$ cat config.mk
export PLATFORM = sky130hd
export DESIGN_NAME = dram_scan_arbiter
export DESIGN_NICKNAME = d
export VERILOG_FILES = /design/src/rtl/dram_scan_arbiter.sv
export SDC_FILE = /design/constraint.sdc
export NUM_CORES = 1
export LEC_CHECK = 0
export BUFFER_PORTS_ARGS = -buffer_cell sky130_fd_sc_hd__buf_2
export CAP_MARGIN = 20
export CORE_UTILIZATION = 31
export DETAILED_ROUTE_END_ITERATION = 16
export GPL_ROUTABILITY_DRIVEN = 0
export GPL_TIMING_DRIVEN = 0
export SKIP_LAST_GASP = 1
export SLEW_MARGIN = 15
export SYNTH_ARGS = -nofsm -noshare
export SYNTH_HDL_FRONTEND = slang
export SYNTH_SLANG_ARGS = --single-unit
$ cat constraint.sdc
create_clock -name clk -period 6.59 [get_ports clk]
set_input_delay 0 -clock clk [delete_from_list [all_inputs] [get_ports clk]]
set_output_delay 0 -clock clk [all_outputs]
set_load 0.01 [all_outputs]
$ cat src/rtl/dram_scan_arbiter.sv
// Shares the single data-RAM port between the CPU and a scan/check engine.
// The engine reads consecutive words once the CPU is inactive and compares them to an arithmetic sequence.
module dram_scan_arbiter #(
  parameter bit SWAP_BYTES = 1'b1,
  parameter int CNT_W      = 16
) (
  input  logic             clk,
  input  logic             reset,
  input  logic             cpu_active,
  input  logic [31:0]      cpu_data_address,
  input  logic             cpu_data_read,
  input  logic             cpu_data_write,
  input  logic [31:0]      cpu_data_writedata,
  output logic [31:0]      cpu_data_readdata,
  output logic [31:0]      mem_address,
  output logic             mem_read,
  output logic             mem_write,
  output logic [31:0]      mem_writedata,
  input  logic [31:0]      mem_readdata,
  input  logic             start,
  input  logic [31:0]      base_addr,
  input  logic [31:0]      exp_start,
  input  logic [31:0]      exp_step,
  input  logic [CNT_W-1:0] scan_count,
  output logic             busy,
  output logic             done,
  output logic             pass,
  output logic             aborted,
  output logic [CNT_W-1:0] err_count,
  output logic [CNT_W-1:0] fail_index,
  output logic [31:0]      fail_data
);

  typedef enum logic [1:0] {IDLE, WAIT_CPU, SCAN, DONE} state_t;

  state_t           state, state_next;
  logic [31:0]      addr, exp_acc, step;
  logic [CNT_W-1:0] k, count, last_k;
  logic [31:0]      swapped, word;
  logic             mismatch;

  assign swapped  = {mem_readdata[7:0], mem_readdata[15:8], mem_readdata[23:16], mem_readdata[31:24]};
  assign word     = SWAP_BYTES ? swapped : mem_readdata;
  assign mismatch = (word != exp_acc);
  assign last_k   = count - CNT_W'(1);
  assign busy     = (state == WAIT_CPU) || (state == SCAN);

  always_ff @(posedge clk or posedge reset) begin
    if (reset) state <= IDLE;
    else       state <= state_next;
  end

  always_comb begin
    state_next = state;
    case (state)
      IDLE:     if (start) state_next = WAIT_CPU;
      WAIT_CPU: if (!cpu_active) state_next = (count == '0) ? DONE : SCAN;
      SCAN:     if (cpu_active || (k == last_k)) state_next = DONE;
      DONE:     if (start) state_next = WAIT_CPU;
      default:  state_next = IDLE;
    endcase
  end

  // Abort takes priority over the compare: an edge that sees the CPU back gets no compare.
  always_ff @(posedge clk or posedge reset) begin
    if (reset) begin
      addr       <= '0;
      exp_acc    <= '0;
      step       <= '0;
      count      <= '0;
      k          <= '0;
      done       <= 1'b0;
      pass       <= 1'b0;
      aborted    <= 1'b0;
      err_count  <= '0;
      fail_index <= '0;
      fail_data  <= '0;
    end else begin
      case (state)
        IDLE, DONE: begin
          if (start) begin
            addr       <= base_addr;
            exp_acc    <= exp_start;
            step       <= exp_step;
            count      <= scan_count;
            k          <= '0;
            done       <= 1'b0;
            pass       <= 1'b0;
            aborted    <= 1'b0;
            err_count  <= '0;
            fail_index <= '0;
            fail_data  <= '0;
          end
        end
        WAIT_CPU: begin
          if (!cpu_active) begin
            k <= '0;
            if (count == '0) begin
              done <= 1'b1;
              pass <= 1'b1;
            end
          end
        end
        SCAN: begin
          if (cpu_active) begin
            done    <= 1'b1;
            aborted <= 1'b1;
            pass    <= 1'b0;
          end else begin
            if (mismatch) begin
              if (err_count != '1) err_count <= err_count + CNT_W'(1);
              if (err_count == '0) begin
                fail_index <= k;
                fail_data  <= word;
              end
            end
            addr    <= addr + 32'd4;
            exp_acc <= exp_acc + step;
            k       <= k + CNT_W'(1);
            if (k == last_k) begin
              done <= 1'b1;
              pass <= !mismatch && (err_count == '0);
            end
          end
        end
        default: ;
      endcase
    end
  end

  always_comb begin
    mem_address       = cpu_data_address;
    mem_read          = cpu_data_read;
    mem_write         = cpu_data_write;
    mem_writedata     = cpu_data_writedata;
    cpu_data_readdata = mem_readdata;
    if (state == SCAN) begin
      mem_address       = addr;
      mem_read          = 1'b1;
      mem_write         = 1'b0;
      mem_writedata     = '0;
      cpu_data_readdata = '0;
    end
  end

endmodule

==> out/metrics.cfg <==
[outcome]
outcome=finished clean

[yosys]
yosys.area.top_type=dfrtp_1
ys_warn_count=0
syn_inst=1311
synth_edf_count=0
ys.flop_type=dfrtp_1
synth_top_area_share=0.411
synth.most_common_cell=dfrtp_1
syn_area_per_cell_um2=9.14
yosysSeqAreaShare=0.411
synth_fp_nets=1566
synth_area_leaders=dfrtp_1 41%, mux2_2 7.5%, xnor2_1 5.0%
ys_top_cells_by_count=197 x dfrtp_1, 114 x o21ai_0, 91 x a21oi_1, 87 x nand3_1, 84 x nand2_1
synth.distinct_cells=58
async_flop_share=1.00
syn_area_um2=12000
ys_ff_latch=197

[power]
p_leak_nw=7.63
powerDensity_nw_per_um2=478
swShare=0.476
p_seq_frac=0.268
clkPwrFrac=0.144
intPower_mw=4.17
switchingPower_mw=3.79
ir_drop_uv=226
p_total_mw=7.96
combPwrFrac=0.587

[sta]
skew_ps=14.4
setup_tns_ps=0
fin_crit_sh=0.622
postLayoutSetupSlackWorst_ps=2490
slew_headroom=0.318
rsz0062_at_grt=false
hold_viol_final=0
max_freq_mhz=244
setup_violations=0
tightestPinTransition_ps=1020
finalMaxSlewViolations=0
post-route-min-period_ps=4100

[global_route]
grt_overflow_total=0
grt_max_degree=89
grt_first_pass_wirelength_um=68800
antenna_found_initial=0
grtUsageTotal=0.232
grt_pass1_vias=11714

[final_layout]
final_nets=2111
n_antenna_cell=0
fin_util=0.440
drive_gt1_frac=0.272
area_growth_pct=39.1

[critical_path]
crit_fanout=10
r2r-end=fail_data[29]$_DFFE_PP0P_
crit_type=register to register
critical_path_arrival_ps=4470
r2r_slack_ps=2490
worstPathRequired_ps=6960
r2r_cells=12
endpoint_kind=register
startpoint_type=register
r2r_start=state[0]$_DFFE_PP0P_

[floorplanning]
die_w_um=199
die_h_um=199
die_area_um2=39400
io_pins=380
start_util=0.317
design.core.area_um2=37800
row_count=71

[place]
place_ws_ps=2460
port_buffers=378
place_hpwl_um=34200

[clocking]
post-cts-setup-buffers=0
cts_root_buf=clkbuf_16
htreeDepth=4
clock_latency_ps=450
cts_num_sinks=197
path_clk_slew_ps=80
cts_hold_buf=146
ctsResizeCount=0
cts_tree=done
cts_buffers=17
clockBufferDepth=2

[hold_path]
hp-class=primary input to register
holdPathStages=5
min_to=aborted$_DFFE_PP0P_
worstHoldStart=start

[drt]
ant_nets=0
avgViaCountPerCell=5.03
drt_wl_total_um=45700
drtIter0Drc=823
first_pass_iters=5
drc=0
vias=11970
wl_per_cell_um=19.2

[flow_run]
maxCapViolations=0

## state kept, by name, summed over array words and instances, names as in the netlist
register,flops
step,32
k,16
aborted,1
addr,32
pass,1
fail_data,32
exp_acc,32
fail_index,16
err_count,16
state,2
done,1
count,16
## layout make-up
class / instances / area, um2
timing repair buffer: 526 / 3410
fill: 3727 / 21200
clock inverter: 14 / 189
multi-input combinational: 968 / 6510
inverter: 76 / 293
clock buffer: 18 / 439
tap: 511 / 639
buffer: 70 / 263
sequential: 197 / 4930
## worst max-delay path, stage by stage, from the launching register on
cell      delay, ps
dfrtp_1         380
inv_1            70
ha_1            290
clkbuf_1        180
nor2b_1         230
a21oi_2         250
o21ai_2         250
a31o_2          320
a21oi_1         480
clkbuf_1        610
clkbuf_1        670
nand3_1         160
o21ai_0         120
## how the worst max path moves through the flow
stage | to | startpoint | cells after the start
after floorplan | aborted$_DFFE_PP0P_ | reset | 1
after global placement | addr[0]$_DFFE_PP0P_ | reset | 2
after detailed placement | fail_data[21]$_DFFE_PP0P_ | state[0]$_DFFE_PP0P_ | 12
after CTS | fail_data[29]$_DFFE_PP0P_ | state[0]$_DFFE_PP0P_ | 12
after global routing | fail_data[21]$_DFFE_PP0P_ | state[0]$_DFFE_PP0P_ | 12
final | fail_data[29]$_DFFE_PP0P_ | state[0]$_DFFE_PP0P_ | 12
## layout by cell type, fill, tap and decap left out, types with 4 or more instances in the layout
master         netlist  layout
a21oi_1             91      91
buf_1               10      10
buf_2                0     378
dlygate4sd3_1        0     146
a31oi_1              7       7
or3_1               12      12
clkbuf_16            0      17
and4_1               5       5
inv_1               76      75
ha_1                40      40
clkbuf_1            60      60
xnor2_1             68      68
and2_1               5       5
nand3_1             87      87
xor2_1              29      29
mux2i_1             22      22
o21ai_0            114     114
nand4_1             26      26
nor3_1              17      17
nor2_1              53      53
o21a_1               7       7
o21bai_1             6       6
a211oi_1             4       4
clkinvlp_4           0       4
a21o_1              21      21
dfrtp_1            197     197
o22ai_1             29      29
a31o_2               4       4
nor2b_1             72      72
nand2_1             84      84
a2bb2oi_1            6       6
nor4_1              10      10
mux2_2              80      80
inv_8                0       4
and3_1              30      30
## power by group through the flow
stage                     clock (mW)  combinational [mW]  sequential (mW)
after floorplan                    0                3.15             2.05
after global placement             0                4.50             2.14
after detailed placement           0                4.57             2.15
after CTS                       1.18                4.67             2.13
after global routing            1.22                5.16             2.20
final                           1.15                4.68             2.14
## stage by stage
step / cells / hold slack (ps) / area [um2]
after global placement: 2200 / 201 / 14500
after CTS: 2380 / 7.82 / 16700
final: 2380 / 38.4 / 16700
after floorplan: 1311 / 104 / 12000
after global routing: 2380 / 73.5 / 16700
after detailed placement: 2202 / 5.83 / 14600
## cells by family after synthesis
logic type,count (synthesis),synth area share
mux,102,0.0935
simple gates,414,0.179
xor+xnor,97,0.0709
flops,197,0.411
compound gates,314,0.156
buf+inv,146,0.0457
fa+ha+maj,41,0.0434
## layer usage
layer / GRT usage / vias to the layer above / share of wire
met3: 0.0376 / 40 / 0.052
li1: - / 5719 / -
met5: 0 / - / 0
met2: 0.393 / 430 / 0.48
met1: 0.308 / 5781 / 0.45
met4: 0.0501 / 0 / 0.016
Power figures use the tool's default switching activity.
